==> src/rtl/i2s_tx_serializer.sv <==
// I2S transmit serializer: one-entry stereo holding buffer with valid/ready,
// bclk/lrck generation from the system clock, MSB-first serial data with the
// MSB one bclk after each lrck edge.
module i2s_tx_serializer #(
  parameter int CLK_DIV      = 2,
  parameter int SAMPLE_WIDTH = 16,
  parameter int SLOT_WIDTH   = 32
) (
  input  logic                    clk,
  input  logic                    reset,
  input  logic [SAMPLE_WIDTH-1:0] leftSampleIn,
  input  logic [SAMPLE_WIDTH-1:0] rightSampleIn,
  input  logic                    sampleValid,
  output logic                    sampleReady,
  output logic                    frameStrobe,
  output logic                    underrun,
  output logic                    bclk,
  output logic                    lrck,
  output logic                    sdata
);

  localparam int CNT_W  = $clog2(2 * SLOT_WIDTH);
  localparam int SLOT_W = $clog2(SLOT_WIDTH);
  localparam int DIV_W  = (CLK_DIV > 1) ? $clog2(CLK_DIV) : 1;
  localparam logic [DIV_W-1:0] DIV_LAST = DIV_W'(CLK_DIV - 1);
  localparam logic [CNT_W-1:0] BIT_LAST = CNT_W'(2 * SLOT_WIDTH - 1);
  localparam logic [CNT_W-1:0] SLOT_LEN = CNT_W'(SLOT_WIDTH);

  logic [DIV_W-1:0]        div_cnt_reg;
  logic                    bclk_reg;
  logic                    lrck_reg;
  logic                    sdata_reg;
  logic [CNT_W-1:0]        bit_cnt_reg;
  logic                    hold_full_reg;
  logic [SAMPLE_WIDTH-1:0] hold_left_reg;
  logic [SAMPLE_WIDTH-1:0] hold_right_reg;
  logic [SAMPLE_WIDTH-1:0] frame_left_reg;
  logic [SAMPLE_WIDTH-1:0] frame_right_reg;
  logic                    ready_reg;
  logic                    strobe_reg;
  logic                    underrun_reg;

  logic                    div_wrap;
  logic                    fall_event;
  logic                    frame_load;
  logic                    accept;
  logic [CNT_W-1:0]        bit_cnt_next;
  logic                    lrck_next;
  logic [SLOT_W-1:0]       slot_idx;
  logic                    sdata_next;
  logic                    hold_full_next;
  logic [SLOT_WIDTH-1:0]   left_slot;
  logic [SLOT_WIDTH-1:0]   right_slot;

  // Slot images: sample bits sit at slot positions 1..SAMPLE_WIDTH, MSB first;
  // position 0 (the bclk right after the lrck edge) and the tail are zero pad.
  genvar gi;
  generate
    for (gi = 0; gi < SLOT_WIDTH; gi++) begin : g_slot
      if (gi >= 1 && gi <= SAMPLE_WIDTH) begin : g_data
        assign left_slot[gi]  = frame_left_reg[SAMPLE_WIDTH-gi];
        assign right_slot[gi] = frame_right_reg[SAMPLE_WIDTH-gi];
      end else begin : g_pad
        assign left_slot[gi]  = 1'b0;
        assign right_slot[gi] = 1'b0;
      end
    end
  endgenerate

  // Falling-edge detection, next bit position and the serial bit it carries.
  always_comb begin
    div_wrap     = (div_cnt_reg == DIV_LAST);
    fall_event   = div_wrap && bclk_reg;
    bit_cnt_next = (bit_cnt_reg == BIT_LAST) ? '0 : bit_cnt_reg + 1'b1;
    frame_load   = fall_event && (bit_cnt_next == '0);
    accept       = sampleValid && ready_reg;
    lrck_next    = (bit_cnt_next >= SLOT_LEN);
    slot_idx     = SLOT_W'(lrck_next ? (bit_cnt_next - SLOT_LEN) : bit_cnt_next);
    sdata_next   = lrck_next ? right_slot[slot_idx] : left_slot[slot_idx];
  end

  // Buffer occupancy: a load empties it; an accept (only possible while empty)
  // fills it and wins over a same-cycle load, which then went out silent.
  always_comb begin
    hold_full_next = hold_full_reg;
    if (frame_load) hold_full_next = 1'b0;
    if (accept)     hold_full_next = 1'b1;
  end

  // Bit clock divider and serial shift timing; outputs change only on bclk fall.
  always_ff @(posedge clk) begin
    if (reset) begin
      div_cnt_reg <= '0;
      bclk_reg    <= 1'b0;
      lrck_reg    <= 1'b1;
      sdata_reg   <= 1'b0;
      bit_cnt_reg <= BIT_LAST;
    end else begin
      div_cnt_reg <= div_wrap ? '0 : div_cnt_reg + 1'b1;
      if (div_wrap) bclk_reg <= ~bclk_reg;
      if (fall_event) begin
        bit_cnt_reg <= bit_cnt_next;
        lrck_reg    <= lrck_next;
        sdata_reg   <= sdata_next;
      end
    end
  end

  // Holding buffer handshake and frame loading with underrun signalling.
  always_ff @(posedge clk) begin
    if (reset) begin
      hold_full_reg   <= 1'b0;
      hold_left_reg   <= '0;
      hold_right_reg  <= '0;
      frame_left_reg  <= '0;
      frame_right_reg <= '0;
      ready_reg       <= 1'b0;
      strobe_reg      <= 1'b0;
      underrun_reg    <= 1'b0;
    end else begin
      if (accept) begin
        hold_left_reg  <= leftSampleIn;
        hold_right_reg <= rightSampleIn;
      end
      if (frame_load) begin
        frame_left_reg  <= hold_full_reg ? hold_left_reg  : '0;
        frame_right_reg <= hold_full_reg ? hold_right_reg : '0;
      end
      hold_full_reg <= hold_full_next;
      ready_reg     <= ~hold_full_next;
      strobe_reg    <= frame_load;
      underrun_reg  <= frame_load && !hold_full_reg;
    end
  end

  assign sampleReady = ready_reg;
  assign frameStrobe = strobe_reg;
  assign underrun    = underrun_reg;
  assign bclk        = bclk_reg;
  assign lrck        = lrck_reg;
  assign sdata       = sdata_reg;

endmodule

==> config.mk <==
export PLATFORM = sky130hd
export DESIGN_NAME = i2s_tx_serializer
export DESIGN_NICKNAME = d
export VERILOG_FILES = /design/src/rtl/i2s_tx_serializer.sv
export SDC_FILE = /design/constraint.sdc
export NUM_CORES = 1
export LEC_CHECK = 0
export ABC_AREA = 1
export ABC_CLOCK_PERIOD_IN_PS = 2590
export BUFFER_PORTS_ARGS = -buffer_cell sky130_fd_sc_hd__buf_2
export CAP_MARGIN = 5
export CORE_AREA = 2 2 79 81
export DETAILED_ROUTE_END_ITERATION = 10
export DIE_AREA = 0 0 81 83
export PLACE_DENSITY_LB_ADDON = 0.15
export SLEW_MARGIN = 0
export SYNTH_ARGS = -nofsm -noshare
export SYNTH_HDL_FRONTEND = slang
export SYNTH_SLANG_ARGS = --single-unit
==> constraint.sdc <==
create_clock -name clk -period 2.59 [get_ports clk]
set_clock_uncertainty 0.05 [all_clocks]
set_input_delay 0.3885 -clock clk [delete_from_list [all_inputs] [get_ports clk]]
set_output_delay 0.3885 -clock clk [all_outputs]
set_load 0.005 [all_outputs]
After elaboration in Yosys (flattened, before gate mapping):

Cells that the tools add are included.

* bitwise gates (word level): 2
* $lt $le $gt $ge: 2
* equality and inequality tests: 1
* multiplexer cells: 11
* reductions and logical operators: 7
* add/subtract/negate cells: 3

Operator list (count)
* two-way mux 16 bit: 2
* binary-select mux 1 bit (select 5 bit): 2
* adder 6 x 1 -> 6 bit (second input constant): 1
* == test 6 bit (second input constant): 1
* greater-or-equal comparator 6 bit (second input constant): 1
* zero test 6 bit: 1
* less-than comparator 5 x 6 -> 1 bit (second input constant): 1
* two-way mux 6 bit: 1
* two-way mux 1 bit: 5
* two-way mux 5 bit: 1
* subtractor 5 x 1 -> 5 bit (second input constant): 1
* logical AND 1 bit: 4
* NOT 1 bit: 2
* OR reduction 2 bit: 1
* adder 1 bit (second input constant): 1
* zero test 1 bit: 1

* flip-flop bits (word level): 78

Longest topological paths before layout:

* word-level depth: 7
* mapped depth: 15

Worst setup path before layout:

OpenSTA, ideal clock, no wires.

* kind: reg2reg
* start: register bit_cnt_reg[0]
* end: register frame_left_reg[10]
* cell stages (with the launch flop): 12
* library setup time: 0.129 ns
* path buffers: 1
* required time: 2.411 ns
* setup slack: 0.687 ns
* arrival time: 1.724 ns
* cells stage by stage: dfxtp_1 > ha_1 > nand2_1 > nor2_2 > nand2_2 > o21ai_1 > nor2_1 > nor2_2 > nand4_4 > inv_2 > buf_6 > o31ai_1

* longest elaborated chain between the ends: 4
* elaborated cells on any way between the ends: 5

Ends and longest elaborated chain
* start, declared: RTL line 33 `logic [CNT_W-1:0] bit_cnt_reg;`
* start signal, assigned: RTL line 102 `bit_cnt_reg <= bit_cnt_next;`
* adder 6 x 1 -> 6 bit / == test 6 bit (equally long branches): RTL line 74 `bit_cnt_next = (bit_cnt_reg == BIT_LAST) ? '0 : bit_cnt_reg + 1'b1;`
* two-way mux 6 bit *: RTL line 74
* zero test 6 bit *: RTL line 75 `frame_load = fall_event && (bit_cnt_next == '0);`
* logical AND 1 bit *: RTL line 75
* end signal, assigned: RTL line 126 `frame_left_reg <= hold_full_reg ? hold_left_reg : '0;`
* end, declared: RTL line 37 `logic [SAMPLE_WIDTH-1:0] frame_left_reg;`

Every way passes the cells marked *; elsewhere a longest branch is shown, timed or not.
A chain may end at the register's enable or synchronous reset.

Worst setup path after layout:

* start: register bit_cnt_reg[0]
* end: register frame_right_reg[5]

* longest elaborated chain between the ends: 4
* elaborated cells on any way between the ends: 5

Ends and longest elaborated chain
* adder 6 x 1 -> 6 bit / == test 6 bit (equally long branches): RTL line 74
* two-way mux 6 bit *: RTL line 74
* zero test 6 bit *: RTL line 75
* logical AND 1 bit *: RTL line 75
* end signal, assigned: RTL line 127 `frame_right_reg <= hold_full_reg ? hold_right_reg : '0;`
* end, declared: RTL line 38 `logic [SAMPLE_WIDTH-1:0] frame_right_reg;`

Marked as above.

==> results.md <==
- Diode count: 0
- Max Cap Viol: 0
- Clock Path Buffers: 2
- Die height: about 83 microns
- Syn Area/Cell: roughly 7.6 sq um
- Clk Latency, worst-skew pair: between 0.3 and 0.4 ns
- Worst vdd ir: between 0.4 and 0.5 mV
- Finished Layout Cells: approximately 550
- Largest net degree at the start of global routing: 37
- Max Freq: around 430 MHz
- Crit path buf inv count: 0
- CTS HTree Levels: 3
- CTS tree: built
- Count leader, synth: nor2_1
- Most frequent CP cell: nor2_2
- Status: finished, final reports clean
- Grt ovf: 0
- Vias in the first global route: ~2800
- Placeable Area: 5816 sq um
- Share of layout cells above drive strength 1: 0.1564
- Clk pin slew, worst setup/hold paths: about 0.080 ns
- Tmin final: between 2 and 2.5 ns
- Setup ws final: 0.2757 ns
- Worst-margin pin slew: 0.8540 ns
- Tot GR Track Use: 0.2312
- Setup TNS: 0 ns
- Worst-path fanout max: 33
- Final WL: 6970 microns
- DRC viols: 0
- Final antenna-violating net count: 0
- RSZ-0062 raised after global routing: false
- Switching pwr: 0.6664 mW
- Gate power share: 0.122
- Int Pwr: approximately 1.7 mW
- Sequential share of power: 0.539
- Max-slew headroom: 0.4300
- GP Congestion: approximately 0.95
- Final worst path period share: 0.8935
- Cell Area, Synth: ~3300 sq um
- Clk pwr share: 0.340
- Post-synth EDFFs: 0
- Switching portion of total power: 0.2786
- Pre-antenna DRT Iters: 4
- Post-CTS Hold Buffers: 0
- Syn_nets: 470
- Most used DFF post-synth: dfxtp_1
- Area grow syn2layout: 12.08%
- Top delay family on crit path: simple AND/OR/NAND/NOR gates
- Pre-CTS setup slack: approximately 0.32 ns
- Cells along the critical path: ha_1 -> nand2_1 -> nor2_2 -> nand2_2 -> o21ai_1 -> nor2_1 -> nor2_2 -> nand4_4 -> nor2_8 -> nand3_1 -> o31ai_1
- Drt wl/cell: 12.72 microns
- FILL cells: 540
- Max-slew violation count: 0
- Resize count post-CTS: 0
- Fin nets: 505
- HPWL after DPL: around 4800 microns
- CP endpoint kind: register
- Most frequent cells after synthesis: 80 x nor2_1, 78 x dfxtp_1, 65 x nand3_1
- P_leak: 1.591 nW
- IO buf count: 40
- CTS Root Cell: clkbuf_8
- Yosys Warn Count: 0
- Setup Viol. Count Final: 0
- First-pass GRT wire length: 12450 microns
- Hold WC Path Type: primary input to register
- CTS Sinks: slightly below 80
- Number of placement rows: 28
- Post-CTS setup buffer count: 0
- I/O Pins: between 40 and 50
- Yosys top cell area share: 0.4756
- Top cells by area, synth: dfxtp_1 48%, nand3_1 9.9%, nor2_1 9.1%
- Die area: about 6700 sq um
- Antenna violations before repair: 0
- P per Cell Area: 650.1 nW/um^2
- Via/cell ratio: between 5 and 6
- First DRT Iteration DRCs: around 160
- Syn Inst Count: 433
- CP arrival: around 2.5 ns
- Critical path's largest stage delay: between 0.4 and 0.5 ns
- Vias: 2890
- Synth Register Bits: between 70 and 80
- Starting Density: 0.5645
- Hold Vio Cnt, Final: 0
- Startpoint types: register
- Leading area contributor after synthesis: dfxtp_1
- CP max stage cell: dfxtp_1
- Die W: between 80 and 90 microns
- Critical Path RT: 2.81 ns
- WS Path Type: register to register
- Ys async rst share: 0
- Placed cells: between 500 and 600
- Total power: between 2 and 2.5 mW
- Yosys cell types: 26
- CTS buffer count: 9
- Register area share after synthesis: 0.4756
[worst paths after layout]
path	from	endpoint	slack (ns)	cells past startpoint
setup reg to reg	bit_cnt_reg[0]	frame_right_reg[5]	0.28	11
hold reg to reg	div_cnt_reg	div_cnt_reg	0.39	1
setup / recovery	bit_cnt_reg[0]	frame_right_reg[5]	0.28	11
hold / removal	rightSampleIn[14]	hold_right_reg[14]	0.23	3
[placed cells by master (no fill, tap or decap)]
cell        netlist  final
a21oi_1          10     10
buf_4             0      8
nand4_4           1      1
a21boi_0          1      1
nand3_1          65     65
clkinvlp_4        0      2
o21ai_0          33     33
nor3_1            2      2
o21ai_1           1      1
nor2_8            1      1
nand2_1          50     50
inv_2             1      1
inv_6             0      1
nor2_1           80     80
clkbuf_8          0     10
nand4_1           2      2
clkbuf_1         13      1
nand2_2           1      1
o31ai_1          28     28
inv_1            43     43
clkinv_2          0      2
dfxtp_1          78     78
xor2_1            2      2
nor2_2            5      5
a22oi_1           1      1
buf_2             4     40
o21bai_2          1      1
ha_1              2      2
nand3_2           1      1
[tightest hold or removal path, delay by kind of cell]
kind                   cells  cell delay (ns)
and+or+nand+nor            1             0.07
AOI/OAI and AO/OA          1             0.07
buffers and inverters      1             0.07
[power by group through the flow]
stage | registers [mW] | clock network (mW) | logic [mW]
final | 1.29 | 0.812 | 0.291
after global routing | 1.30 | 0.891 | 0.333
after CTS | 1.29 | 0.828 | 0.291
after detailed placement | 1.32 | 0 | 0.289
after global placement | 1.32 | 0 | 0.286
after floorplan | 1.30 | 0 | 0.215
[cell families (layout without fill, tap and decap cells)]
kind of cell | count (synthesis) | in the layout | share of synthesized area
compound gates | 75 | 75 | 0.1391
xor+xnor | 2 | 2 | 0.005336
fa+ha+maj | 2 | 2 | 0.007621
buf+inv | 68 | 108 | 0.09070
flops | 78 | 78 | 0.4756
simple gates | 208 | 208 | 0.2816
[layout make-up]
cell class                 count  area, sq um  share of cell area
clock buffer                  11        141.4             0.03842
inverter                      44        165.2             0.04488
timing repair buffer          48        260.3             0.07072
multi-input combinational    287         1424              0.3869
sequential                    78         1562              0.4243
clock inverter                 5        33.78            0.009181
tap                           75        93.84             0.02550
[per-stage QoR]
| stage | area (sq um) | hold slack, ns | util |
|---|---|---|---|
| final | 3680 | 0.2337 | 0.6327 |
| after floorplan | 3283 | 0.3632 | - |
| after global routing | 3680 | 0.2343 | 0.6327 |
| after global placement | 3505 | 0.3729 | 0.6026 |
| after detailed placement | 3505 | 0.3776 | 0.6026 |
| after CTS | 3680 | 0.2253 | 0.6327 |
[routing by layer]
| layer | global-route usage | vias to the layer above | routed length [microns] |
|---|---|---|---|
| met5 | 0 | - | 0 |
| met4 | 0.06934 | 0 | 85 |
| met3 | 0.05435 | 8 | 322 |
| met2 | 0.3539 | 63 | 3204 |
| met1 | 0.3229 | 1321 | 3356 |
| li1 | - | 1498 | - |
Note: power is estimated with default switching activity, not from simulation.
